File: src/rtl/scd_rx.sv
// -----------------------------------------------------------------------------
// scd_rx -- receiving end of the serial column-driver (SCD) link.
//
// Deserialises FRAME_W-bit frames ({addr, segments, parity}, MSB first),
// checks length / odd parity / address range on the falling edge of the
// load strobe, and writes accepted segment patterns into a per-digit
// register file. All SCD pins are asynchronous to cph1 and are synchronised
// here with two flops; edges are found by comparing the second flop with a
// third, delayed copy.
//
// Ports:
//   cph1        system clock (rising edge)
//   rst_n       asynchronous active-low reset
//   scd_sdclk   serial bit clock, data taken on its rising edge
//   scd_data    serial data, MSB first
//   scd_load_n  frame-load strobe, falling edge commits the frame
//   scd_rst_n   link reset, active low, level sensitive after sync
//   rd_addr     digit read address
//   rd_data     combinational read of digit[rd_addr] (0 when out of range)
//   err_clr     synchronous clear of err_code
//   wr_stb      one-cycle pulse on each digit write
//   wr_addr     address of the last digit write
//   err_code    sticky first error: 0 none, 1 length, 2 parity, 3 address
//   frame_cnt   count of accepted frames, wraps 255 -> 0
// -----------------------------------------------------------------------------
module scd_rx #(
    parameter int FRAME_W    = 25,
    parameter int ADDR_W     = 4,
    parameter int SEG_W      = 20,
    parameter int NUM_DIGITS = 12
) (
    input  logic              cph1,
    input  logic              rst_n,
    input  logic              scd_sdclk,
    input  logic              scd_data,
    input  logic              scd_load_n,
    input  logic              scd_rst_n,
    input  logic [ADDR_W-1:0] rd_addr,
    output logic [SEG_W-1:0]  rd_data,
    input  logic              err_clr,
    output logic              wr_stb,
    output logic [ADDR_W-1:0] wr_addr,
    output logic [1:0]        err_code,
    output logic [7:0]        frame_cnt
);

    // Bit counter must hold FRAME_W+1 so an overrun survives until the load.
    localparam int                CNT_W    = $clog2(FRAME_W + 2);
    localparam logic [CNT_W-1:0]  CNT_FULL = CNT_W'(FRAME_W);
    localparam logic [CNT_W-1:0]  CNT_SAT  = CNT_W'(FRAME_W + 1);
    localparam logic [ADDR_W-1:0] ADDR_LIM = ADDR_W'(NUM_DIGITS);

    localparam logic [1:0] ERR_NONE   = 2'd0;
    localparam logic [1:0] ERR_LENGTH = 2'd1;
    localparam logic [1:0] ERR_PARITY = 2'd2;
    localparam logic [1:0] ERR_ADDR   = 2'd3;

    // Synchronisers; [1] is the synced value, [2] the delayed copy for edges.
    logic [2:0] sdclk_q;
    logic [1:0] data_q;
    logic [2:0] load_q;
    logic [1:0] lrst_q;

    always_ff @(posedge cph1 or negedge rst_n) begin
        if (!rst_n) begin
            sdclk_q <= 3'b000;
            data_q  <= 2'b00;
            load_q  <= 3'b111;
            lrst_q  <= 2'b11;
        end else begin
            sdclk_q <= {sdclk_q[1:0], scd_sdclk};
            data_q  <= {data_q[0], scd_data};
            load_q  <= {load_q[1:0], scd_load_n};
            lrst_q  <= {lrst_q[0], scd_rst_n};
        end
    end

    logic sdclk_rise;
    logic load_fall;
    logic load_s;
    logic link_rst;

    assign sdclk_rise = sdclk_q[1] & ~sdclk_q[2];
    assign load_fall  = ~load_q[1] & load_q[2];
    assign load_s     = load_q[1];
    assign link_rst   = ~lrst_q[1];

    // Datapath state
    logic [FRAME_W-1:0] shreg_q, shreg_d;
    logic [CNT_W-1:0]   bitcnt_q, bitcnt_d;
    logic [SEG_W-1:0]   digit_q [NUM_DIGITS];
    logic [SEG_W-1:0]   digit_d [NUM_DIGITS];
    logic               wr_stb_q, wr_stb_d;
    logic [ADDR_W-1:0]  wr_addr_q, wr_addr_d;
    logic [1:0]         err_q, err_d;
    logic [7:0]         frame_cnt_q, frame_cnt_d;
    logic [1:0]         new_err;
    logic [ADDR_W-1:0]  frame_addr;

    assign frame_addr = shreg_q[FRAME_W-1 -: ADDR_W];

    always_comb begin
        shreg_d     = shreg_q;
        bitcnt_d    = bitcnt_q;
        digit_d     = digit_q;
        wr_stb_d    = 1'b0;
        wr_addr_d   = wr_addr_q;
        frame_cnt_d = frame_cnt_q;
        new_err     = ERR_NONE;

        if (link_rst) begin
            shreg_d  = '0;
            bitcnt_d = '0;
            for (int i = 0; i < NUM_DIGITS; i++) begin
                digit_d[i] = '0;
            end
        end else if (load_fall) begin
            // A coincident sdclk rise is dropped: the load branch wins.
            shreg_d  = '0;
            bitcnt_d = '0;
            if (bitcnt_q != CNT_FULL) begin
                new_err = ERR_LENGTH;
            end else if ((^shreg_q) == 1'b0) begin
                new_err = ERR_PARITY;
            end else if (frame_addr >= ADDR_LIM) begin
                new_err = ERR_ADDR;
            end else begin
                digit_d[frame_addr] = shreg_q[SEG_W:1];
                wr_stb_d            = 1'b1;
                wr_addr_d           = frame_addr;
                frame_cnt_d         = frame_cnt_q + 8'd1;
            end
        end else if (sdclk_rise && load_s) begin
            shreg_d = {shreg_q[FRAME_W-2:0], data_q[1]};
            if (bitcnt_q != CNT_SAT) begin
                bitcnt_d = bitcnt_q + CNT_W'(1);
            end
        end

        // Clear first, then a same-cycle error may load into the cleared slot.
        err_d = err_clr ? ERR_NONE : err_q;
        if (new_err != ERR_NONE && err_d == ERR_NONE) begin
            err_d = new_err;
        end
    end

    always_ff @(posedge cph1 or negedge rst_n) begin
        if (!rst_n) begin
            shreg_q     <= '0;
            bitcnt_q    <= '0;
            for (int i = 0; i < NUM_DIGITS; i++) begin
                digit_q[i] <= '0;
            end
            wr_stb_q    <= 1'b0;
            wr_addr_q   <= '0;
            err_q       <= ERR_NONE;
            frame_cnt_q <= '0;
        end else begin
            shreg_q     <= shreg_d;
            bitcnt_q    <= bitcnt_d;
            digit_q     <= digit_d;
            wr_stb_q    <= wr_stb_d;
            wr_addr_q   <= wr_addr_d;
            err_q       <= err_d;
            frame_cnt_q <= frame_cnt_d;
        end
    end

    always_comb begin
        rd_data = '0;
        if (rd_addr < ADDR_LIM) begin
            rd_data = digit_q[rd_addr];
        end
    end

    assign wr_stb    = wr_stb_q;
    assign wr_addr   = wr_addr_q;
    assign err_code  = err_q;
    assign frame_cnt = frame_cnt_q;

endmodule

File: config.mk
export PLATFORM = sky130hd
export DESIGN_NAME = scd_rx
export DESIGN_NICKNAME = d
export VERILOG_FILES = /design/src/rtl/scd_rx.sv
export SDC_FILE = /design/constraint.sdc
export NUM_CORES = 1
export LEC_CHECK = 0
export BUFFER_PORTS_ARGS = -buffer_cell sky130_fd_sc_hd__buf_2
export CAP_MARGIN = 20
export CORE_ASPECT_RATIO = 1.5
export CORE_UTILIZATION = 62
export CTS_CLUSTER_SIZE = 25
export DETAILED_ROUTE_END_ITERATION = 16
export GPL_TIMING_DRIVEN = 0
export PLACE_DENSITY = 0.8
export SLEW_MARGIN = 40
export SYNTH_ARGS = -nofsm -noshare
export SYNTH_HDL_FRONTEND = slang
export SYNTH_SLANG_ARGS = --single-unit
File: constraint.sdc
create_clock -name cph1 -period 2.8 [get_ports cph1]
set_input_delay 0.28 -clock cph1 [delete_from_list [all_inputs] [get_ports cph1]]
set_output_delay 0.28 -clock cph1 [all_outputs]
set_load 0.02 [all_outputs]
# Word level (Yosys, flattened, before mapping)
# Index checks and enable logic that the tools add are counted.
[classes]
eq_ne = 8
addsub = 2
muxes = 31
n_bitwise = 8
n_reduce_logical = 9
order_cmp = 5
[op_table]
columns = ["cell", "n"]
rows = [
  ["2-to-1 mux 240 bit", 5],
  ["bitwise mux 240 bit", 1],
  ["binary-select mux 20 bit (select 4 bit)", 1],
  ["demux 20 bit (select 4 bit)", 1],
  ["2-to-1 mux 20 bit", 4],
  ["2-to-1 mux 25 bit", 3],
  ["XOR reduction 25 bit", 1],
  ["2-to-1 mux 5 bit", 4],
  ["2-to-1 mux 2 bit", 7],
  ["greater-or-equal comparator 5 bit (second input constant)", 2],
  ["!= test 5 bit (second input constant)", 2],
  ["inverter 4 -> 5 bit", 2],
  ["adder 8 x 1 -> 8 bit (second input constant)", 1],
  ["!= test 3 x 1 -> 1 bit (second input constant)", 2],
  ["adder 5 x 1 -> 5 bit (second input constant)", 1],
  ["< comparator 5 x 1 -> 1 bit (second input constant)", 1],
  ["2-to-1 mux 1 bit", 5],
  ["AND reduction 5 bit", 1],
  ["greater-or-equal comparator 4 bit (second input constant)", 1],
  ["< comparator 4 bit (second input constant)", 1],
  ["!= test 2 x 1 -> 1 bit (second input constant)", 2],
  ["!= test 2 bit (second input constant)", 2],
  ["inverter 1 bit", 4],
  ["AND reduction 4 bit", 1],
  ["other kinds (5)", 8],
]
[totals]
elab_cells = 85
out_inout_bits = 35
ff_bits = 295

# Logic depth before layout (Yosys ltp)
# Gate-level depths: netlist of run 1.
[depth]
depth_word = 11
mapped_depth = 9
ltp_nobuf = 8

# Worst setup path after synthesis of run 1
# Ideal clock, no wire load.
[synth_timing]
path_type = "register to register"
startpoint = "register shreg_q[21]"
endpoint = "register digit_q[160] in the netlist's numbering"
arrival_time_ps = 2194
setup_slack_ps = 469
stages_incl_launch_ff = 10
cell_sequence = "dfrtp_1 buf_2 xnor2_1 xnor2_1 xnor2_2 xnor3_1 or4b_1 clkbuf_1 buf_6 mux2i_1"
[synth_between]
elab_chain_cells = 11
[synth_rtl]
columns = ["element", "line", "rtl"]
rows = [
  ["start: declaration", "89", "logic [FRAME_W-1:0] shreg_q, shreg_d;"],
  ["start signal: assignment", "159", "shreg_q <= shreg_d;"],
  ["inverter 4 -> 5 bit (implied by the code)", "128", "digit_d[frame_addr] = shreg_q[SEG_W:1];"],
  ["greater-or-equal comparator 5 bit (implied by the code) / < comparator 5 x 1 -> 1 bit (equally long branches)", "128", ""],
  ["logical AND 1 bit (implied by the code)", "128", ""],
  ["2-to-1 mux 20 bit (implied by the code)", "128", ""],
  ["demux 20 bit (select 4 bit)", "128", ""],
  ["bitwise mux 240 bit", "128", ""],
  ["2-to-1 mux 240 bit", "125", "end else if (frame_addr >= ADDR_LIM) begin"],
  ["2-to-1 mux 240 bit", "123", "end else if ((^shreg_q) == 1'b0) begin"],
  ["2-to-1 mux 240 bit", "121", "if (bitcnt_q != CNT_FULL) begin"],
  ["2-to-1 mux 240 bit", "117", "end else if (load_fall) begin"],
  ["2-to-1 mux 240 bit", "111", "if (link_rst) begin"],
  ["end signal: assignment", "161", "digit_q <= digit_d;"],
  ["end: declaration", "91", "logic [SEG_W-1:0] digit_q [NUM_DIGITS];"],
]
# Parallel ways exist; a longest one is shown, timed or not. The select of a mux whose other input is x is not followed.
# A chain may end at the register's enable or synchronous reset.

# Final worst setup path of run 1
[layout_timing]
startpoint = "register shreg_q[17]"
endpoint = "register digit_q[233] in the netlist's numbering"
[layout_between]
elab_chain_cells = 3
[layout_rtl]
columns = ["element", "line"]
rows = [
  ["XOR reduction 25 bit", "123"],
  ["!= test 2 x 1 -> 1 bit (no source line)", "--"],
  ["AND reduction 4 bit (no source line)", "--"],
]
# No other way between the ends.

==> impl_metrics.yaml, run 1 <==
routing:
  drt_wl_total_um: 35370
  avgViaCountPerCell: 6.129
  drt-initial-drc-count: 788
  post-route-drc-count: 2
  avgRoutedWirePerCell_um: 22.19
  routed-via-count: 9769
  postRouteAntennaNets: 0
  dr.pass1.iters: 11
synth:
  synth_nets: 1229
  synth_compound_area_share_pct: 2.379
  ys_types: 42
  yosys.area_share.simple_pct: 11.26
  netlist_instances: 1214
  ys_seq_elements: 295
  synth_area_per_cell_um2: 11.70
  synthXorXnorAreaFrac_pct: 2.220
  ys.warnings.count: 0
  synth_area_um2: 14200
  synth_mux_area_share_pct: 28.15
  synthAdderAreaFrac_pct: 0.3524
  yosysSeqAreaShare_pct: 52.03
  synth_top_family_by_area: "multiplexers"
global_routing:
  grt_pass1_vias: 10370
  grt_overflow: 0
  antenna_found_initial: 0
  grt_max_degree: 74
  track_usage_pct: 31.57
  grt_pass1_wl_um: 56820
timing:
  tightest_slew_ps: 809.3
  finalMaxSlewViolations: 0
  slew-limit-headroom_pct: 46.04
  grt_setup_unrepaired: "yes"
  finalSetupViolations: 0
  fmax_mhz: 360.4
  clock_skew_ps: 14.24
  finalHoldViolations: 0
  period_needed_ps: 2775
  whs_ps: 74.76
  min_period_over_period_pct: 99.10
clocking:
  clock-root-buffer: "clkbuf_16"
  cts_made_buffers: 29
  cts_tree: "yes"
  clock_latency_ps: 540
  cts_sinks: 295
  path_clk_slew_ps: 60
  clockBufferDepth: 3
  htreeDepth: 1
flow_run:
  cap_violations: 0
final_layout:
  final_common_cell: "nand2_1"
  finalNetCount: 1314
  antenna_cells: 0
  layout_common_cells: "nand2_1, dfrtp_1, mux2i_1"
  fill_cells: 1538
  post-route-util_pct: 71.69
  drive_above_1_share_pct: 15.93
  syn_to_final_growth_pct: 12.99
worst_setup_path:
  worstSetupStartpointType: "flip-flop"
  cp_max_fo: 10
  crit_type: "reg2reg"
  cp-end-kind: "flip-flop"
  worstPathArrival_ps: 3220
  critPathRequiredTime_ps: 3250
floorplan:
  core_um2: 22380
  row_count: 67
  die_w_um: 125.6
  start_util_pct: 63.45
  dieArea_um2: 23530
  pin_count: 46
  die_h_um: 187.4
pwr:
  leakagePower_nw: 7.178
  peakVddDrop_mv: 0.5482
  p_per_area_nw_per_um2: 534.3
  power_mw: 8.573
place:
  finalWeightedCongestion: 0.8705
  dpl.hpwl_um: 24130
  io_buffer_count: 43
run_status:
  status: "complete, but fails checks"
  violations: "design-rule violations"
min_path:
  hp-class: "in2reg"
## routing by layer
metal  routed length [um]  global-route usage (%)  part of all wire [%]
met5                    0                       0                     0
met4                 2069                   18.34                   5.9
met1                13390                   38.76                    38
met2                18200                   53.93                    51
met3                 1701                   3.776                   4.8
## final timing paths
check	end	depth (start not counted)	slack [ps]	from
hold reg to reg	sdclk_q[1]	0	350	sdclk_q[0]
setup / recovery	digit_q[233]	8	30	shreg_q[17]
hold / removal	err_code[1]	3	70	err_clr
min in group asynchronous	sdclk_q[1]	2	240	rst_n
setup reg to reg	digit_q[233]	8	30	shreg_q[17]
max in group asynchronous	digit_q[93]	4	1500	rst_n
## sequential cells by signal (all words and copies together) (netlist names)
name and cells:
frame_cnt 8, bitcnt_q 5, wr_stb 1, wr_addr 4, data_q 2, load_q 3
err_code 2, sdclk_q 3, lrst_q 2, shreg_q 25, digit_q 240
## critical path: stages (launching register included)
cell	delay, ps
dfrtp_1	440
xnor2_2	160
xnor2_1	190
xnor3_1	430
xnor3_2	300
buf_2	260
nor4_2	350
buf_4	300
mux2i_1	240
## cell usage after synthesis, drive strengths merged
| cell | count | area (um2) |
|---|---|---|
| a21boi | 19 | 142.6 |
| a21o | 1 | 7.510 |
| a21oi | 8 | 40.04 |
| a41o | 1 | 10.01 |
| and3 | 1 | 6.260 |
| and3b | 1 | 8.760 |
| buf | 42 | 235.2 |
| clkbuf | 71 | 266.5 |
| dfrtp | 290 | 7257 |
| dfstp | 5 | 131.4 |
| ha | 4 | 50.05 |
| inv | 3 | 11.26 |
| mux2 | 3 | 33.78 |
| mux2i | 261 | 2613 |
| mux4 | 60 | 1351 |
| nand2 | 321 | 1205 |
| nand2b | 4 | 25.02 |
| nand3 | 23 | 115.1 |
| nand3b | 1 | 7.510 |
| nand4 | 2 | 12.51 |
| nand4b | 2 | 17.52 |
| nor2 | 7 | 26.28 |
| nor2b | 2 | 12.51 |
| nor3 | 9 | 45.04 |
| nor3b | 1 | 12.51 |
| nor4 | 7 | 43.79 |
| nor4b | 1 | 8.760 |
| o21ai | 21 | 105.1 |
| o21bai | 1 | 7.510 |
| o22a | 2 | 17.52 |
| o31ai | 1 | 7.510 |
| or2 | 3 | 18.77 |
| or3 | 1 | 6.260 |
| or3b | 2 | 17.52 |
| or4b | 1 | 10.01 |
| xnor2 | 17 | 156.4 |
| xnor3 | 2 | 45.04 |
| xor2 | 13 | 113.9 |
## through the flow
step	setup TNS, ps	cell area, um2	cells	setup slack (ps)
after floorplan	0	14200	1214	469.1
after global placement	-1163090	14760	1533	-3980
after detailed placement	-7875	14900	1538	-166.9
after CTS	-162.1	15910	1593	-32.23
after global routing	-2294	16050	1594	-101.9
final	0	16050	1594	25.09
## where the power goes
group / switching [mW] / internal, mW
logic: 0.280 / 0.104
clock network: 1.64 / 2.26
registers: 0.00958 / 4.28
## area by class of cell
type | count | area [um2] | share of cell area [%]
inverters | 3 | 11.26 | 0.07018
repair buffers | 54 | 416.7 | 2.597
plain buffers | 113 | 571.8 | 3.564
well taps | 276 | 345.3 | 2.152
multi-input cells | 803 | 6380 | 39.76
clock inverters | 9 | 131.4 | 0.8188
flip-flops and latches | 295 | 7388 | 46.05
clock buffers | 41 | 800.8 | 4.991
## timing repair
action | CTS | global route
endpoints found under the setup margin | 66 | 166
hold endpoints to repair | 49 | 0
buffers inserted | 0 | 1
pin swaps | 0 | 2
hold buffers | 5 | 0
gates resized for setup | 7 | 37
## cells by family after synthesis
group / after synthesis
DFF: 295
muxes: 324
buffers and inverters: 116
adders and majority gates: 4
and+or+nand+nor: 389
AOI/OAI and AO/OA: 54
xor gates and xnor gates: 32
Note: power is estimated with default switching activity, not from simulation.
==> inputs of run 2 (changes only) <==
Settings changed: CORE_UTILIZATION 62 to 65, PLACE_DENSITY 0.8 to 0.83.
Clock period 2.8 ns to 3.5 ns, I/O delays scaled along.
==> impl_metrics.yaml, run 2 (synthesis results as in run 1) <==
floorplan:
  dieArea_um2: 22460
  start_util_pct: 66.90
  die_h_um: 183.0
  row_count: 65
  die_w_um: 122.7
  pin_count: 46
  core_um2: 21230
clocking:
  htreeDepth: 1
  clock_latency_ps: 540
  cts_tree: "yes"
  cts_made_buffers: 28
  clock-root-buffer: "clkbuf_16"
  path_clk_slew_ps: 60
  cts_sinks: 295
  clockBufferDepth: 3
global_routing:
  grt_pass1_vias: 10600
  grt_pass1_wl_um: 57010
  antenna_found_initial: 0
  grt_overflow: 0
  track_usage_pct: 33.72
  grt_max_degree: 71
routing:
  postRouteAntennaNets: 0
  dr.pass1.iters: 5
  drt-initial-drc-count: 760
  routed-via-count: 9979
  post-route-drc-count: 0
  avgViaCountPerCell: 6.308
  drt_wl_total_um: 35780
  avgRoutedWirePerCell_um: 22.62
worst_setup_path:
  critPathRequiredTime_ps: 3950
  worst_path_largest_cell_delay_ps: 730
  worstSetupStartpointType: "flip-flop"
  path_cells: "xnor2_1 > xnor2_1 > xnor3_1 > xnor3_1 > buf_2 > nor3_1 > buf_2 > mux2i_1"
  cp-end-kind: "flip-flop"
  path_buf_inv: 2
  worstPathArrival_ps: 3750
  critPathTopFamily: "XOR/XNOR gates"
  cp_max_fo: 10
  slowest_stage: "nor3_1"
  crit_type: "reg2reg"
final_layout:
  antenna_cells: 0
  design_area_um2: 15820
  syn_to_final_growth_pct: 11.39
  regArea_um2: 7388
  final_common_cell: "nand2_1"
  multiInputGateArea_um2: 6300
  fill_cells: 1371
  largest_reg_flops: 240
  layout_common_cells: "nand2_1, dfrtp_1, mux2i_1"
  drive_above_1_share_pct: 15.07
  regMostFlops: "digit_q"
  finalNetCount: 1312
pwr:
  peakVddDrop_mv: 0.3768
  p_per_area_nw_per_um2: 424.2
  power_mw: 6.710
  leakagePower_nw: 7.091
timing:
  min_period_over_period_pct: 94.18
  period_needed_ps: 3296
  finalSetupViolations: 0
  fmax_mhz: 303.4
  whs_ps: 128.1
  finalHoldViolations: 0
  finalMaxSlewViolations: 0
  tightest_slew_ps: 882.7
  slew-limit-headroom_pct: 40.70
  clock_skew_ps: 11.88
  grt_setup_unrepaired: "no"
place:
  dpl.hpwl_um: 24030
  io_buffer_count: 43
  finalWeightedCongestion: 0.8593
  place_area_um2: 14880
min_path:
  hp-class: "in2reg"
flow_run:
  cap_violations: 0
run_status:
  status: "complete, no violations"
-- run 2: cell types whose count changed in the layout (fill, tap and decap cells not counted), sizes merged --
| cell | delta |
|---|---|
| clkinv | +2 |
| clkbuf | -2 |
| buf | -1 |
| inv | -1 |
| bufinv | -2 |
-- run 2: layout make-up --
type | instances | share of cell area, %
Sequential cell | 295 | 46.71
Multi-Input combinational cell | 803 | 39.82
Clock buffer | 39 | 5.141
Buffer | 113 | 3.211
Timing Repair Buffer | 53 | 2.484
Tap cell | 268 | 2.120
Clock inverter | 8 | 0.4429
Inverter | 3 | 0.07119
-- run 2: metrics by stage --
stage	util [%]	TNS, ps	setup WS, ps	std cells
after global placement	69.50	-960270	-3311	1525
after detailed placement	70.11	0	485.8	1530
final	74.52	0	203.8	1582
after global routing	74.52	0	107.1	1582
after CTS	74.51	0	471.9	1582
after floorplan	-	0	1169	1214
-- run 2: layer usage --
| layer | share of wire, % | GRT usage, % | up-vias |
|---|---|---|---|
| met5 | 0 | 0 | - |
| met4 | 6.1 | 20.00 | 0 |
| met3 | 4.7 | 3.825 | 116 |
| met2 | 51 | 56.52 | 373 |
| met1 | 38 | 41.92 | 5157 |
| li1 | - | - | 4333 |
-- run 2: tightest hold or removal path, stage by stage --
cell and delay (ps):
buf_2 80, nand2b_1 120, o31ai_1 70
-- run 2: worst paths after layout --
check / start / endpoint / slack [ps] / cells after the start
setup / recovery: shreg_q[16] / digit_q[141] / 200 / 8
hold / removal: err_clr / err_code[1] / 130 / 3
setup reg to reg: shreg_q[16] / digit_q[141] / 200 / 8
hold reg to reg: data_q[0] / data_q[1] / 350 / 0
max in group asynchronous: rst_n / digit_q[122] / 1850 / 5
min in group asynchronous: rst_n / sdclk_q[0] / 330 / 2
-- run 2: power by group --
| part | total [mW] | internal [mW] | switching, mW | leakage, nW |
|---|---|---|---|---|
| Combinational | 0.307 | 0.0823 | 0.225 | 2.57 |
| Sequential | 3.43 | 3.42 | 0.00759 | 4.09 |
| Clock | 2.97 | 1.68 | 1.29 | 0.433 |
| Total | 6.71 | 5.19 | 1.52 | 7.09 |
-- run 2: timing repair --
action | CTS | global route
hold buffers | 5 | 0
hold endpoints to repair | 61 | 0
setup buffers | 0 | 0
gates resized for setup | 0 | 0
==> inputs of run 3 (changes only) <==
Settings changed: CORE_MARGIN from default to 1, REMOVE_ABC_BUFFERS from default to 1.
==> impl_metrics.yaml, run 3 (synthesis results as in run 1) <==
final_layout:
  antenna_cells: 0
  syn_to_final_growth_pct: 12.05
  fill_cells: 1290
  regMostFlops: "digit_q"
  finalNetCount: 1257
  final_common_cell: "nand2_1"
  drive_above_1_share_pct: 19.11
  multiInputGateArea_um2: 6381
  layout_common_cells: "nand2_1, dfrtp_1, mux2i_1"
  largest_reg_flops: 240
  design_area_um2: 15910
  regArea_um2: 7395
  post-route-util_pct: 74.97
  final_cells: 1529
timing:
  period_needed_ps: 3363
  tightest_slew_ps: 745.3
  finalMaxSlewViolations: 0
  clock_skew_ps: 17.55
  whs_ps: 165.3
  grt_setup_unrepaired: "no"
  finalSetupTns_ps: 0
  fmax_mhz: 297.3
  finalSetupViolations: 0
  slew-limit-headroom_pct: 50.31
  min_period_over_period_pct: 96.09
  finalHoldViolations: 0
  timing.final.ws_setup_ps: 136.9
global_routing:
  grt_overflow: 0
  track_usage_pct: 31.41
  grt_pass1_wl_um: 54040
  grt_pass1_vias: 10320
  antenna_found_initial: 0
  grt_max_degree: 71
worst_setup_path:
  cp-end-kind: "flip-flop"
  cp_max_fo: 24
  cpMostUsedCell: "buf_2"
  crit_type: "reg2reg"
  slowest_stage: "xnor3_4"
  critPathTopFamily: "XOR/XNOR gates"
  path_buf_inv: 4
  crit_path_start: "shreg_q[16]"
  worst_path_largest_cell_delay_ps: 520
  worstSetupStartpointType: "flip-flop"
  worstPathArrival_ps: 3810
  timing.rr.start: "shreg_q[16]"
  ff2ff_setup_slack_ps: 140
  path_cells: "xnor2_1 > xnor2_1 > xnor3_1 > xnor3_4 > nor4_4 > buf_2 > buf_2 > buf_2 > buf_2 > mux2i_1"
  critPathRequiredTime_ps: 3950
floorplan:
  core_um2: 21230
  dieArea_um2: 22460
  die_w_um: 122.7
  start_util_pct: 66.90
  pin_count: 46
  row_count: 65
  die_h_um: 183.0
place:
  dpl.hpwl_um: 20640
  place_area_um2: 14960
  placed_cells: 1477
  pre_cts_slack_ps: -78.75
  io_buffer_count: 45
  finalWeightedCongestion: 0.7207
min_path:
  hp-class: "in2reg"
  hp-start: "err_clr"
routing:
  dr.pass1.iters: 5
  avgRoutedWirePerCell_um: 21.72
  post-route-drc-count: 0
  routed-via-count: 9698
  avgViaCountPerCell: 6.343
  drt_wl_total_um: 33210
  drt-initial-drc-count: 845
  postRouteAntennaNets: 0
clocking:
  cts_tree: "yes"
  cts_made_buffers: 26
  clock_latency_ps: 540
  postCtsSetupBuffers: 0
  clock-root-buffer: "clkbuf_16"
  path_clk_slew_ps: 70
  clockBufferDepth: 3
  htreeDepth: 1
  cts_sinks: 295
pwr:
  power_mw: 6.705
  peakVddDrop_mv: 0.4119
  leakagePower_nw: 7.208
  p_per_area_nw_per_um2: 421.4
flow_run:
  cap_violations: 0
run_status:
  status: "complete, no violations"
-- run 3: cell types whose count changed in the layout (fill, tap and decap cells not counted), sizes merged --
cell      delta
buf         +20
clkinvlp     -1
bufinv       +1
clkbuf      -73
-- run 3: worst min-delay path, cell delays in order --
cell,delay (ps)
buf_2,80
nand2b_1,130
o31ai_1,80
-- run 3: final timing paths --
check,end,depth (start not counted)
worst max-delay path,digit_q[218],10
worst min-delay path,err_code[1],3
worst max register to register,digit_q[218],10
worst min register to register,sdclk_q[1],0
max in group asynchronous,digit_q[111],6
min in group asynchronous,digit_q[89],2
-- run 3: power by group --
| part | switching, mW | internal [mW] |
|---|---|---|
| combinational | 0.199 | 0.0887 |
| clock | 1.27 | 1.71 |
| sequential | 0.0134 | 3.42 |
-- run 3: routing by layer --
metal | wire length, um | GRT usage (%) | up-vias
li1 | - | - | 4213
met1 | 13080 | 41.03 | 5037
met2 | 17130 | 52.43 | 337
met3 | 1431 | 3.638 | 111
met4 | 1572 | 14.83 | 0
met5 | 0 | 0 | -
-- run 3: cell type report --
type / count / area share (%)
inverter: 3 / 0.07077
multi-input combinational: 803 / 40.10
sequential: 295 / 46.47
clock buffer: 39 / 4.969
clock inverter: 8 / 0.6054
tap: 268 / 2.107
timing repair buffer: 113 / 5.677
-- run 3: repair_timing --
item                       CTS  global route
cloned                       0             0
pin swaps                    0             1
gates resized for setup      1             3
hold buffers                 5             0
setup endpoints to repair    3             3
hold endpoints to repair    53             0
